File: src/rtl/vga_timing_gen.sv
// Parametrised raster timing generator: h/v counters advanced by a pixel strobe,
// registered sync/enable/coordinate outputs, one-clk event pulses and a frame counter.
module vga_timing_gen #(
  parameter int H_ACTIVE = 640,
  parameter int H_FP     = 16,
  parameter int H_SYNC   = 96,
  parameter int H_BP     = 48,
  parameter int V_ACTIVE = 480,
  parameter int V_FP     = 10,
  parameter int V_SYNC   = 2,
  parameter int V_BP     = 33,
  parameter bit HS_POL   = 1'b0,
  parameter bit VS_POL   = 1'b0,
  parameter int CW       = 12,
  parameter int FC_W     = 16
) (
  input  logic            clk,
  input  logic            i_rst,
  input  logic            i_pix_stb,
  output logic            o_hs,
  output logic            o_vs,
  output logic            o_de,
  output logic [CW-1:0]   o_x,
  output logic [CW-1:0]   o_y,
  output logic            o_line_start,
  output logic            o_frame_start,
  output logic            o_vblank_start,
  output logic [FC_W-1:0] o_frame_cnt
);

  localparam int H_TOTAL = H_ACTIVE + H_FP + H_SYNC + H_BP;
  localparam int V_TOTAL = V_ACTIVE + V_FP + V_SYNC + V_BP;

  localparam logic [CW-1:0] H_LAST = CW'(H_TOTAL - 1);
  localparam logic [CW-1:0] V_LAST = CW'(V_TOTAL - 1);

  // Decode limits carry one extra bit so a total of exactly 2^CW still compares correctly.
  localparam logic [CW:0] H_ACT  = (CW+1)'(H_ACTIVE);
  localparam logic [CW:0] HS_BEG = (CW+1)'(H_ACTIVE + H_FP);
  localparam logic [CW:0] HS_END = (CW+1)'(H_ACTIVE + H_FP + H_SYNC);
  localparam logic [CW:0] V_ACT  = (CW+1)'(V_ACTIVE);
  localparam logic [CW:0] VS_BEG = (CW+1)'(V_ACTIVE + V_FP);
  localparam logic [CW:0] VS_END = (CW+1)'(V_ACTIVE + V_FP + V_SYNC);

  logic [CW-1:0]   h_q, h_d, v_q, v_d;
  logic [CW-1:0]   h_nxt, v_nxt;
  logic [CW:0]     h_ext, v_ext;
  logic            hs_q, hs_d, vs_q, vs_d, de_q, de_d;
  logic [CW-1:0]   x_q, x_d, y_q, y_d;
  logic            ls_q, ls_d, fs_q, fs_d, vb_q, vb_d;
  logic [FC_W-1:0] fc_q, fc_d;

  always_comb begin
    h_nxt = (h_q == H_LAST) ? '0 : h_q + CW'(1);
    v_nxt = v_q;
    if (h_q == H_LAST) v_nxt = (v_q == V_LAST) ? '0 : v_q + CW'(1);
    h_ext = {1'b0, h_nxt};
    v_ext = {1'b0, v_nxt};
  end

  // Everything is decoded from the position being entered, so outputs line up with o_x/o_y.
  always_comb begin
    h_d  = h_q;
    v_d  = v_q;
    hs_d = hs_q;
    vs_d = vs_q;
    de_d = de_q;
    x_d  = x_q;
    y_d  = y_q;
    fc_d = fc_q;
    ls_d = 1'b0;
    fs_d = 1'b0;
    vb_d = 1'b0;
    if (i_pix_stb) begin
      h_d  = h_nxt;
      v_d  = v_nxt;
      x_d  = h_nxt;
      y_d  = v_nxt;
      de_d = (h_ext < H_ACT) && (v_ext < V_ACT);
      hs_d = ((h_ext >= HS_BEG) && (h_ext < HS_END)) ? HS_POL : ~HS_POL;
      vs_d = ((v_ext >= VS_BEG) && (v_ext < VS_END)) ? VS_POL : ~VS_POL;
      ls_d = (h_nxt == '0);
      fs_d = (h_nxt == '0) && (v_nxt == '0);
      vb_d = (h_nxt == '0) && (v_ext == V_ACT);
      if (fs_d) fc_d = fc_q + FC_W'(1);
    end
  end

  // Counters reset to the last position so the first strobe lands on (0,0).
  always_ff @(posedge clk) begin
    if (i_rst) begin
      h_q  <= H_LAST;
      v_q  <= V_LAST;
      hs_q <= ~HS_POL;
      vs_q <= ~VS_POL;
      de_q <= 1'b0;
      x_q  <= '0;
      y_q  <= '0;
      ls_q <= 1'b0;
      fs_q <= 1'b0;
      vb_q <= 1'b0;
      fc_q <= '0;
    end else begin
      h_q  <= h_d;
      v_q  <= v_d;
      hs_q <= hs_d;
      vs_q <= vs_d;
      de_q <= de_d;
      x_q  <= x_d;
      y_q  <= y_d;
      ls_q <= ls_d;
      fs_q <= fs_d;
      vb_q <= vb_d;
      fc_q <= fc_d;
    end
  end

  assign o_hs           = hs_q;
  assign o_vs           = vs_q;
  assign o_de           = de_q;
  assign o_x            = x_q;
  assign o_y            = y_q;
  assign o_line_start   = ls_q;
  assign o_frame_start  = fs_q;
  assign o_vblank_start = vb_q;
  assign o_frame_cnt    = fc_q;

endmodule

File: config.mk
export PLATFORM = sky130hd
export DESIGN_NAME = vga_timing_gen
export DESIGN_NICKNAME = d
export VERILOG_FILES = /design/src/rtl/vga_timing_gen.sv
export SDC_FILE = /design/constraint.sdc
export NUM_CORES = 1
export LEC_CHECK = 0
export CELL_PAD_IN_SITES_DETAIL_PLACEMENT = 1
export CELL_PAD_IN_SITES_GLOBAL_PLACEMENT = 2
export CORE_MARGIN = 3
export CORE_UTILIZATION = 34
export DETAILED_ROUTE_END_ITERATION = 7
export PLACE_DENSITY_LB_ADDON = 0.1
export REMOVE_ABC_BUFFERS = 1
export SETUP_SLACK_MARGIN = 0.2
export SLEW_MARGIN = 10
export SYNTH_ARGS = -nofsm -noshare
export SYNTH_HDL_FRONTEND = slang
export SYNTH_SLANG_ARGS = --single-unit
File: constraint.sdc
create_clock -name clk -period 7.8 [get_ports clk]
set_input_delay 1.56 -clock clk [delete_from_list [all_inputs] [get_ports clk]]
set_output_delay 1.56 -clock clk [all_outputs]
set_load 0.02 [all_outputs]
# --- Word level (Yosys, flattened, before mapping) ---
# Cells that the tools add are included.
classes:
  eq_ne: 3
  n_bitwise: 1
  add_sub_neg: 3
  magnitude_cmp: 6
  reduce_logical: 9
  muxes: 5
ops:
  columns: ["cell", "count"]
  rows:
  - ["$mux W12", 3]
  - ["$add A12 B1 Y12 const B", 2]
  - ["$eq A12 B10 Y1 const B", 2]
  - ["$logic_not A12 Y1", 2]
  - ["$lt A12 B10 Y1 const B", 2]
  - ["$lt A12 B9 Y1 const B", 2]
  - ["$add A16 B1 Y16 const B", 1]
  - ["$eq A12 B9 Y1 const B", 1]
  - ["$ge A12 B10 Y1 const B", 1]
  - ["$ge A12 B9 Y1 const B", 1]
  - ["$logic_and A1 B1 Y1", 5]
  - ["$mux W1", 2]
  - ["$reduce_and A2 Y1", 1]
  - ["$reduce_or A2 Y1", 1]
  - ["$not A1 Y1", 1]
word_totals:
  regBits: 70
  out_inout_bits: 46
  input_bits: 3
  wordCells: 38

# --- Logic depth before layout (Yosys ltp) ---
depth:
  depth_word: 6
  mapped_depth: 12
  ltp_nobuf: 9

# --- Worst setup path after synthesis ---
# OpenSTA, ideal clock, no wires.
synth_path:
  path_kind: "input -> register"
  start: "in i_pix_stb"
  end: "reg fc_q[13], in the netlist o_frame_cnt[13]"
  arrival_time_ns: 3.469
  path_stages: 8
  setup_slack_ns: 4.215
  required_time_ns: 7.684
  n_path_buf: 1
  cell_sequence: "nand4_1 -> nor3_1 -> a21oi_1 -> or4_4 -> nor4b_4 -> buf_4 -> a21oi_1 -> a31o_1"
synth_via:
  elab_chain_cells: 1
synth_lines:
  columns: ["element", "line_no", "source"]
  rows:
  - ["from (decl)", "19", "input logic i_pix_stb,"]
  - ["$reduce_and A2 Y1 (no line)", null, null]
  - ["to (signal assigned)", "102", "fc_q <= '0;"]
  - ["to (signal assigned)", "114", "fc_q <= fc_d;"]
  - ["to (decl)", "51", "logic [FC_W-1:0] fc_q, fc_d;"]
# No other way between the ends.
# A chain may end at the register's enable or synchronous reset.

# --- Worst setup path in the final report ---
layout_path:
  start: "in i_pix_stb"
  end: "reg fc_q[10], in the netlist o_frame_cnt[10]"
# The elaborated chain is that of the path after synthesis.

==> results_dict.tcl <==
set metrics [dict create \
    netlist_area_um2 3420 \
    yosys_warnings 0 \
    drt-wirelength-per-cell_um 16.8 \
    clkTransAtPathRegs_ps 110 \
    gp_congestion 0.770 \
    yosys-top-cells-count "dfxtp_1, nor2_1, nand2_1" \
    finalPower_uw 634 \
    dr_total_vias 3187 \
    finalNetCount 458 \
    vias_per_cell 5.49 \
    die_area_um2 11300 \
    synth_flop_cell "dfxtp_1" \
    numPlacedInstances 572 \
    grt_max_degree 68 \
    core.rowCount 35 \
    synthDistinctLibCells 56 \
    rsz0062_at_grt "false" \
    clk_path_buf_depth 2 \
    die_x_um 106 \
    drtIter0Drc 90 \
    min_period_ps 4490 \
    synthCells 443 \
    setup_tns_ps 0 \
    setup_violations 0 \
    power_density_nw_per_um2 162 \
    io_pins 49 \
    clock.fmax_mhz 223 \
    grt.total_usage_pct 18.0 \
    antenna_found_initial 0 \
    fin_cells 580 \
    run_status "completed" \
    place_area_um2 3820 \
    grt_pass1_wl_um 16700 \
    synth_edf_count 0 \
    start_util_pct 36.0 \
    clk_latency_ps 330 \
    grt_remaining_overflow 0 \
    synth.avg_cell_area_um2 7.72 \
    area_growth_pct 14.5 \
    finClkSkew_ps 13.0 \
    port_buffers 48 \
    start_kind "input port" \
    firstDrtPassIters 4 \
    endpoint_kind "flop" \
    synth_seq_cells 56 \
    busiest_layer "met2" \
    cts_hold_buffers 0 \
    wirelength_um 9750 \
    grt_util_met2_pct 30.4 \
    tightest_slew_ps 905 \
    drc 0 \
    ys_top_cells_by_area "dfxtp_1, nor2_1, a21oi_1" \
    die-height_um 106 \
    hold_viol_final 0 \
    grt_use_met3_pct 2.49 \
    cp.arrival_ps 4710 \
    use_met1_pct 24.3 \
    fill_cells 1178 \
    dp_hpwl_um 6960 \
    yosysSeqAreaShare_pct 32.8 \
    cts_resized 0 \
    cp_data_required_time_ps 8020 \
    numCtsBuffers 5 \
    core_area_um2 9500 \
    clkSinkCount 56 \
    diodes 0 \
    critPathKind "in -> reg" \
    clock-root-buffer "clkbuf_8" \
    irDropWorstVdd_mv 0.0740 \
    h-tree-depth 2 \
    yosysTopAreaCell "dfxtp_1" \
    cts_tree "built" \
    grt_pass1_vias 3250 \
    drive_gt1_share_pct 4.66 \
    drv_cap 0 \
    ant_nets 0 \
    cts_setup_buffers 0 \
    yosysMostFrequentCell "dfxtp_1" \
    p_leak_uw 0.00136 \
    synth_top_cell_area_share_pct 32.8 \
    design_area_um2 3920 \
    synthArstFlopShare_pct 0 \
    relSlewSlack_pct 39.1 \
    maxSlewViolCount 0 \
    cp_max_fo 33 \
    hp-class "reg -> reg" \
    period_share_pct 57.6 \
]
==> cells in the final DEF, fill, tap and decap left out, drive strengths merged, types with 2 or more instances in the layout <==
master and n:
or4 4, and4 4, nor4b 5, nor3b 3, and3 9, nor3 17, xor2 7, o211ai 6
o21bai 4, a211o 3, mux2i 4, clkinv 2, nor2b 3, or2 2, o2111ai 2, nand2 33
mux2 3, a31oi 5, a31o 10, a211oi 4, clkbuf 5, nand2b 12, inv 12, a21o 2
nand3 16, or3 4, clkdlybuf4s50 47, and2 7, a32oi 2, xnor2 13, o21ai 13, dfxtp 56
ha 5, nor4 6, nand4 17, nor2 53, a21oi 32, buf 4, o22a 2
==> logic make-up after synthesis <==
logic type               Yosys count  share of synthesized area (%)
AO/OA/AOI/OAI                     94                           18.2
multiplexers                       7                           2.16
buffers and inverters             62                           8.67
flip-flops                        56                           32.8
AND/OR/NAND/NOR                  199                           31.2
adder cells (fa/ha/maj)            5                           1.83
XOR/XNOR                          20                           5.12
==> worst max-delay path, cell delays in order <==
cell,delay [ps]
clkdlybuf4s50_1,450
buf_4,330
nand4_1,210
nor3_1,330
a21oi_1,180
or4_4,570
nor4b_4,250
buf_4,330
nand4_1,140
mux2_1,330
==> path summary, 6_finish.rpt <==
kind | startpoint | endpoint | slack (ps) | cells past startpoint
worst max register to register | h_q[1] | o_frame_cnt[10] | 4060 | 9
worst min-delay path | o_x[3] | o_x[3] | 470 | 2
worst min register to register | o_x[3] | o_x[3] | 470 | 2
worst max-delay path | i_pix_stb | o_frame_cnt[10] | 3310 | 10
==> state kept, by name (all words and copies together), names as in the netlist <==
register,flops
o_frame_cnt,16
h_q,12
v_q,12
o_x,7
o_y,3
o_de,1
o_frame_start,1
o_hs,1
o_line_start,1
o_vblank_start,1
o_vs,1
==> report_power, final <==
| group | internal, µW | switching, µW |
|---|---|---|
| clock network | 64.8 | 109 |
| logic | 56.5 | 83.1 |
| registers | 298 | 22.5 |
==> layer usage <==
metal	part of all wire [%]	routed length, µm
met1	47	4600
met2	49	4750
met3	3.2	311
met4	0.86	84
met5	0	0
==> final cells by class <==
type / instances / area, µm² / share of cell area (%)
Multi-Input combinational cell: 325 / 2000 / 51.1
Sequential cell: 56 / 1120 / 28.6
Timing Repair Buffer: 51 / 498 / 12.7
Tap cell: 129 / 161 / 4.12
Clock buffer: 5 / 68.8 / 1.76
Inverter: 11 / 41.3 / 1.05
Clock inverter: 3 / 22.5 / 0.575
==> through the flow <==
stage	hold slack [ps]	utilization, %	worst slack (ps)
floorplan	524	-	3730
global placement	455	40.2	3150
detailed placement	459	40.2	2950
CTS	477	41.2	3310
global route	513	41.2	3070
finish	471	41.2	3310
Power figures use the tool's default switching activity.
